`src/rtl/prbs_pkg.sv`:
```
// Shared PRBS definitions: mode encodings, order/tap tables and mask helpers.
// Used by the transmit generator and the receive-side BER checker.
package prbs_pkg;

    localparam int unsigned LFSR_W    = 31;
    localparam int unsigned NUM_MODES = 5;

    typedef enum logic [2:0] {
        PRBS7_MODE  = 3'd0,
        PRBS9_MODE  = 3'd1,
        PRBS15_MODE = 3'd2,
        PRBS23_MODE = 3'd3,
        PRBS31_MODE = 3'd4
    } prbs_mode_e;

    // Indexed by prbs_mode_e: polynomial x^N + x^M + 1.
    localparam int unsigned ORDER_TBL [NUM_MODES] = '{7, 9, 15, 23, 31};
    localparam int unsigned TAP_TBL   [NUM_MODES] = '{6, 5, 14, 18, 28};

    // Unused encodings fall back to PRBS9.
    function automatic prbs_mode_e mode_decode(input logic [2:0] raw);
        prbs_mode_e m;
        m = PRBS9_MODE;
        if (raw <= 3'd4) begin
            m = prbs_mode_e'(raw);
        end
        return m;
    endfunction

    function automatic logic [LFSR_W-1:0] order_mask(input prbs_mode_e mode);
        logic [LFSR_W-1:0] m;
        m = '0;
        for (int unsigned i = 0; i < LFSR_W; i++) begin
            if (i < ORDER_TBL[mode]) begin
                m[i] = 1'b1;
            end
        end
        return m;
    endfunction

    function automatic logic [LFSR_W-1:0] top_bit(input prbs_mode_e mode);
        logic [LFSR_W-1:0] v;
        v = '0;
        v[ORDER_TBL[mode]-1] = 1'b1;
        return v;
    endfunction

    function automatic logic [LFSR_W-1:0] tap_bit(input prbs_mode_e mode);
        logic [LFSR_W-1:0] v;
        v = '0;
        v[TAP_TBL[mode]-1] = 1'b1;
        return v;
    endfunction

    // All-zero state would lock the LFSR, so substitute all-ones.
    function automatic logic [LFSR_W-1:0] guard_seed(input logic [LFSR_W-1:0] seed,
                                                     input prbs_mode_e mode);
        logic [LFSR_W-1:0] m;
        m = seed & order_mask(mode);
        if (m == '0) begin
            m = order_mask(mode);
        end
        return m;
    endfunction

endpackage

```
`src/rtl/prbs_step.sv`:
```
// Combinational NB_OUT-step advance of the multi-polynomial Fibonacci LFSR.
// bits[NB_OUT-1] is the first bit out of the sequence.
module prbs_step
    import prbs_pkg::*;
#(
    parameter int unsigned NB_OUT = 2
) (
    input  logic [LFSR_W-1:0] state,
    input  prbs_mode_e        mode,
    output logic [LFSR_W-1:0] next_state,
    output logic [NB_OUT-1:0] bits
);

    logic [LFSR_W-1:0] mask;
    logic [LFSR_W-1:0] top_sel;
    logic [LFSR_W-1:0] tap_sel;
    logic [LFSR_W-1:0] s;
    logic              out_b;
    logic              fb;

    assign mask    = order_mask(mode);
    assign top_sel = top_bit(mode);
    assign tap_sel = tap_bit(mode);

    // One-hot selects avoid a variable-index mux on the shifting state.
    always_comb begin
        s     = state & mask;
        bits  = '0;
        out_b = 1'b0;
        fb    = 1'b0;
        for (int unsigned i = 0; i < NB_OUT; i++) begin
            out_b               = |(s & top_sel);
            fb                  = out_b ^ (|(s & tap_sel));
            bits[NB_OUT-1-i]    = out_b;
            s                   = {s[LFSR_W-2:0], fb} & mask;
        end
        next_state = s;
    end

endmodule

```
`src/rtl/prbs_par.sv`:
```
// Parallel PRBS7/9/15/23/31 source with valid/ready output, seed reload and
// single-word error injection on o_data[0].
module prbs_par
    import prbs_pkg::*;
#(
    parameter int unsigned NB_OUT   = 2,
    parameter logic [30:0] SEED     = 31'h1AA,
    parameter logic [2:0]  MODE_RST = 3'd1
) (
    input  logic              clk,
    input  logic              rst,
    input  logic              enable,
    input  logic              i_load,
    input  logic [2:0]        i_mode,
    input  logic [30:0]       i_seed,
    input  logic              i_inj,
    input  logic              i_ready,
    output logic [NB_OUT-1:0] o_data,
    output logic              o_valid
);

    localparam prbs_mode_e        RST_MODE  = mode_decode(MODE_RST);
    localparam logic [LFSR_W-1:0] RST_STATE = guard_seed(SEED, RST_MODE);

    logic [LFSR_W-1:0] state_q, state_d;
    prbs_mode_e        mode_q, mode_d;
    logic              inj_q, inj_d;
    logic [NB_OUT-1:0] data_q, data_d;
    logic              valid_q, valid_d;

    logic [LFSR_W-1:0] step_state;
    logic [NB_OUT-1:0] step_bits;
    logic              adv;
    prbs_mode_e        load_mode;

    prbs_step #(
        .NB_OUT(NB_OUT)
    ) u_step (
        .state     (state_q),
        .mode      (mode_q),
        .next_state(step_state),
        .bits      (step_bits)
    );

    assign load_mode = mode_decode(i_mode);
    assign adv       = enable & (~valid_q | i_ready) & ~i_load;

    always_comb begin
        state_d = state_q;
        mode_d  = mode_q;
        inj_d   = inj_q;
        data_d  = data_q;
        valid_d = valid_q;
        if (i_load) begin
            state_d = guard_seed(i_seed, load_mode);
            mode_d  = load_mode;
            inj_d   = 1'b0;
            valid_d = 1'b0;
        end else begin
            if (adv) begin
                state_d = step_state;
                data_d  = step_bits ^ {{(NB_OUT-1){1'b0}}, inj_q};
                valid_d = 1'b1;
            end else if (i_ready && valid_q) begin
                valid_d = 1'b0;
            end
            // A pulse arriving while one is already pending is absorbed.
            if (adv && inj_q) begin
                inj_d = 1'b0;
            end else begin
                inj_d = inj_q | i_inj;
            end
        end
    end

    always_ff @(posedge clk or posedge rst) begin
        if (rst) begin
            state_q <= RST_STATE;
            mode_q  <= RST_MODE;
            inj_q   <= 1'b0;
            data_q  <= '0;
            valid_q <= 1'b0;
        end else begin
            state_q <= state_d;
            mode_q  <= mode_d;
            inj_q   <= inj_d;
            data_q  <= data_d;
            valid_q <= valid_d;
        end
    end

    assign o_data  = data_q;
    assign o_valid = valid_q;

endmodule
```
`config.mk`:
```
export PLATFORM = sky130hd
export DESIGN_NAME = prbs_par
export DESIGN_NICKNAME = d
export VERILOG_FILES = /design/src/rtl/prbs_pkg.sv /design/src/rtl/prbs_step.sv /design/src/rtl/prbs_par.sv
export SDC_FILE = /design/constraint.sdc
export NUM_CORES = 1
export LEC_CHECK = 0
export CAP_MARGIN = 5
export CORE_ASPECT_RATIO = 0.9
export CORE_MARGIN = 5
export CORE_UTILIZATION = 50
export DETAILED_ROUTE_END_ITERATION = 12
export GPL_TIMING_DRIVEN = 0
export PLACE_DENSITY = 0.84
export RECOVER_POWER = 25
export SYNTH_ARGS = -nofsm -noshare
export SYNTH_HDL_FRONTEND = slang
export SYNTH_SLANG_ARGS = --single-unit
```
`constraint.sdc`:
```
create_clock -name clk -period 4.6 [get_ports clk]
set_input_delay 0.69 -clock clk [delete_from_list [all_inputs] [get_ports clk]]
set_output_delay 0.69 -clock clk [all_outputs]
set_load 0.1 [all_outputs]
```
==> run summary <==
DRC Markers -> 0
Largest net degree at the start of global routing -> 26
Yosys warns -> 0
DR vias/cell -> 6.77
Starting DRT DRC Count -> 476
First-pass GRT wire length -> 18700 um
GRT Total Usage -> 0.291
Req. time, crit path -> 4.81 ns
Switching power -> 459 uW
Cell row count -> 28
Synth top area share -> 0.243
Number of synthesized register bits -> 38
Distinct cells, synth -> 71
Worst setup margin -> 0.643 ns
Sw Ratio -> 0.390
Final nets -> 501
Final period utilization -> 0.860
Pre-antenna DRT Iters -> 5
Worst setup path endpoint -> state_q[0]
Diode count -> 0
# IOs -> 43
Detail Route Antenna Nets -> 0
Root Buffer -> clkbuf_8
Wire per inst -> 21.2 um
Vias -> 3688
Routed wire length -> 11500 um
Async SR Flop Fraction -> 1.00
CTS HTree Levels -> 2
Run status -> finished clean
RSZ-0062 raised after global routing -> false
Clock Latency Late Sink -> 0.30 ns
Number of global-route vias before repair -> 3542
Setup_tns -> 0 ns
Worst slew margin -> 0.110
Int Pwr -> 717 uW
DP Cell Count -> 537
Post-CTS Setup Repair Bufs -> 0
Hold path start -> o_data[1]
Layout area overhead -> 19.6%
Clock Power Share -> 0.242
Final cell count without fillers -> 545
Fin. Hold Viols -> 0
Max Clk Rate -> 0.253 GHz
Synthesized net count -> 451
P per Cell Area -> 299 mW/mm^2
Share of cells above drive strength 1 -> 0.0945
Post-synth top area cell -> dfrtp_1
Syn Std Cell Area -> 0.00329 mm^2
CTS resizes -> 0
Cell with the most instances after synthesis -> nor2_1
Overall Power -> 1.18 mW
Reg2reg start -> mode_q[0]
Die area -> 0.00831 mm^2
Final number of max-transition violations -> 0
Cells after synthesis -> 404
Crit path launch type -> flop
Sequential fraction of the synthesis area -> 0.291
Pre-CTS setup slack -> 0.796 ns
Flop-to-flop setup slack -> 0.64 ns
Synth top area cells -> dfrtp_1, a21oi_1, dfstp_2
Initial Util -> 0.508
Leakage -> 1.55 nW
Count of final setup violators -> 0
Peak supply drop -> 213 uV
Clock Skews -> 0.00683 ns
Worst hold path class -> flop to flop
CTS Buffer Depth -> 2
Critical path launch point -> mode_q[0]
Die X -> 95.5 um
Core area -> 0.00648 mm^2
Arr. time, crit path -> 4.16 ns
R2r endpoint -> state_q[0]
Slew @ Worst Pin -> 1.33 ns
FF-to-FF path depth -> 16
Gpl congestion -> 0.978
CTS tree -> built
Total grt overflow -> 0
CTS buffer count -> 5
Post-synth EDFFs -> 0
Commonest cells in the netlist -> nor2_1, a21oi_1, dfrtp_1
CP Max Fanout -> 8
Clock transition at path regs -> 0.08 ns
Average size of a mapped cell -> 8.15 um^2
HPWL after DPL -> 8810 um
Period minus WS final -> 3.96 ns
Initial antenna violation count -> 0
# port buffers -> 42
Combinational power share -> 0.393
Post-CTS Hold Buffers -> 0
CP Capture Type -> flop
Total clock sinks -> 38
Sequential fraction of design power -> 0.365
Ys flop type -> dfrtp_1
Max Cap Viol -> 0
Die Ht -> 87.0 um
Setup CP Type -> flop to flop
-- cell usage in the layout, fill, tap and decap left out, drive strengths merged, types with 3 or more instances in the layout --
cell,count
o21a,3
a31oi,6
clkbuf,23
o211ai,3
a211oi,11
nor3b,6
a22oi,8
and2,4
o21ai,33
nor4,12
nand2b,11
a32o,3
a22o,5
nor3,8
nand3b,4
o22ai,14
ha,7
nand3,9
nand2,15
a21oi,35
clkdlybuf4s50,41
mux2,6
or2,3
dfrtp,32
inv,11
nor2,40
buf,14
a221oi,11
nor2b,4
and3,18
dfstp,6
mux2i,6
nand4,6
-- registers in the layout, indices dropped and copies added (netlist names) --
register  flops
inj_q         1
mode_q        3
o_data        2
o_valid       1
state_q      31
-- cells by family (layout without fill, tap and decap cells) --
| kind of cell | Yosys count | count (layout) | synth area share |
|---|---|---|---|
| muxes | 12 | 12 | 0.0433 |
| buffers and inverters | 42 | 93 | 0.0627 |
| and+or+nand+nor | 152 | 152 | 0.266 |
| AOI/OAI and AO/OA | 153 | 153 | 0.310 |
| DFF | 38 | 38 | 0.291 |
| adders and majority gates | 7 | 7 | 0.0266 |
-- stage by stage --
stage                     utilization  hold slack (ns)  instance area (um^2)
after floorplan                     -            0.497                  3290
after global placement          0.590            0.491                  3820
after detailed placement        0.594            0.499                  3850
after CTS                       0.611            0.514                  3960
after global routing            0.607            0.543                  3940
final                           0.607            0.513                  3940
-- power groups by stage --
| stage | Clock [mW] | Sequential (mW) | Combinational (mW) |
|---|---|---|---|
| 2_1_floorplan | 0 | 0.461 | 0.270 |
| 3_3_place_gp | 0 | 0.430 | 0.443 |
| 3_5_place_dp | 0 | 0.431 | 0.452 |
| 4_1_cts | 0.283 | 0.425 | 0.455 |
| 5_1_grt | 0.300 | 0.431 | 0.494 |
| 6_report | 0.285 | 0.429 | 0.462 |
-- worst min path at each step --
stage                     depth (start not counted)  slack (ns)         to
after floorplan                                   1        0.50      inj_q
after global placement                            1        0.49  o_data[1]
after detailed placement                          1        0.50  o_data[1]
after CTS                                         1        0.51  o_data[1]
after global routing                              1        0.54  o_data[1]
final                                             1        0.51  o_data[1]
-- metal layers --
layer  share of wire  up-vias  track usage
met4           0.030        0        0.102
met2            0.46      285        0.452
met5               0        -            0
met3            0.11       41       0.0415
li1                -     1663            -
met1            0.41     1699        0.413
-- worst max-delay path: stages, from the launching register on --
cell and delay, ns:
dfstp_2 0.58, ha_1 0.33, or2_1 0.16, buf_6 0.12, inv_1 0.08, ha_1 0.19
buf_2 0.16, nor4bb_1 0.27, clkbuf_1 0.37, nand3_1 0.14, a211oi_1 0.28, a211oi_1 0.10
and4b_1 0.24, a31oi_1 0.29, nor2b_4 0.09, o2111a_1 0.24, a211oi_1 0.19
-- area by class of cell --
cell class,instances,area [um^2]
clock inverter,3,40.0
clock buffer,5,68.8
sequential,38,958
inverter,11,41.3
buffer,31,165
fill,576,2540
timing repair buffer,43,424
tap,90,113
multi-input combinational,324,2130
Note: power is estimated with default switching activity, not from simulation.
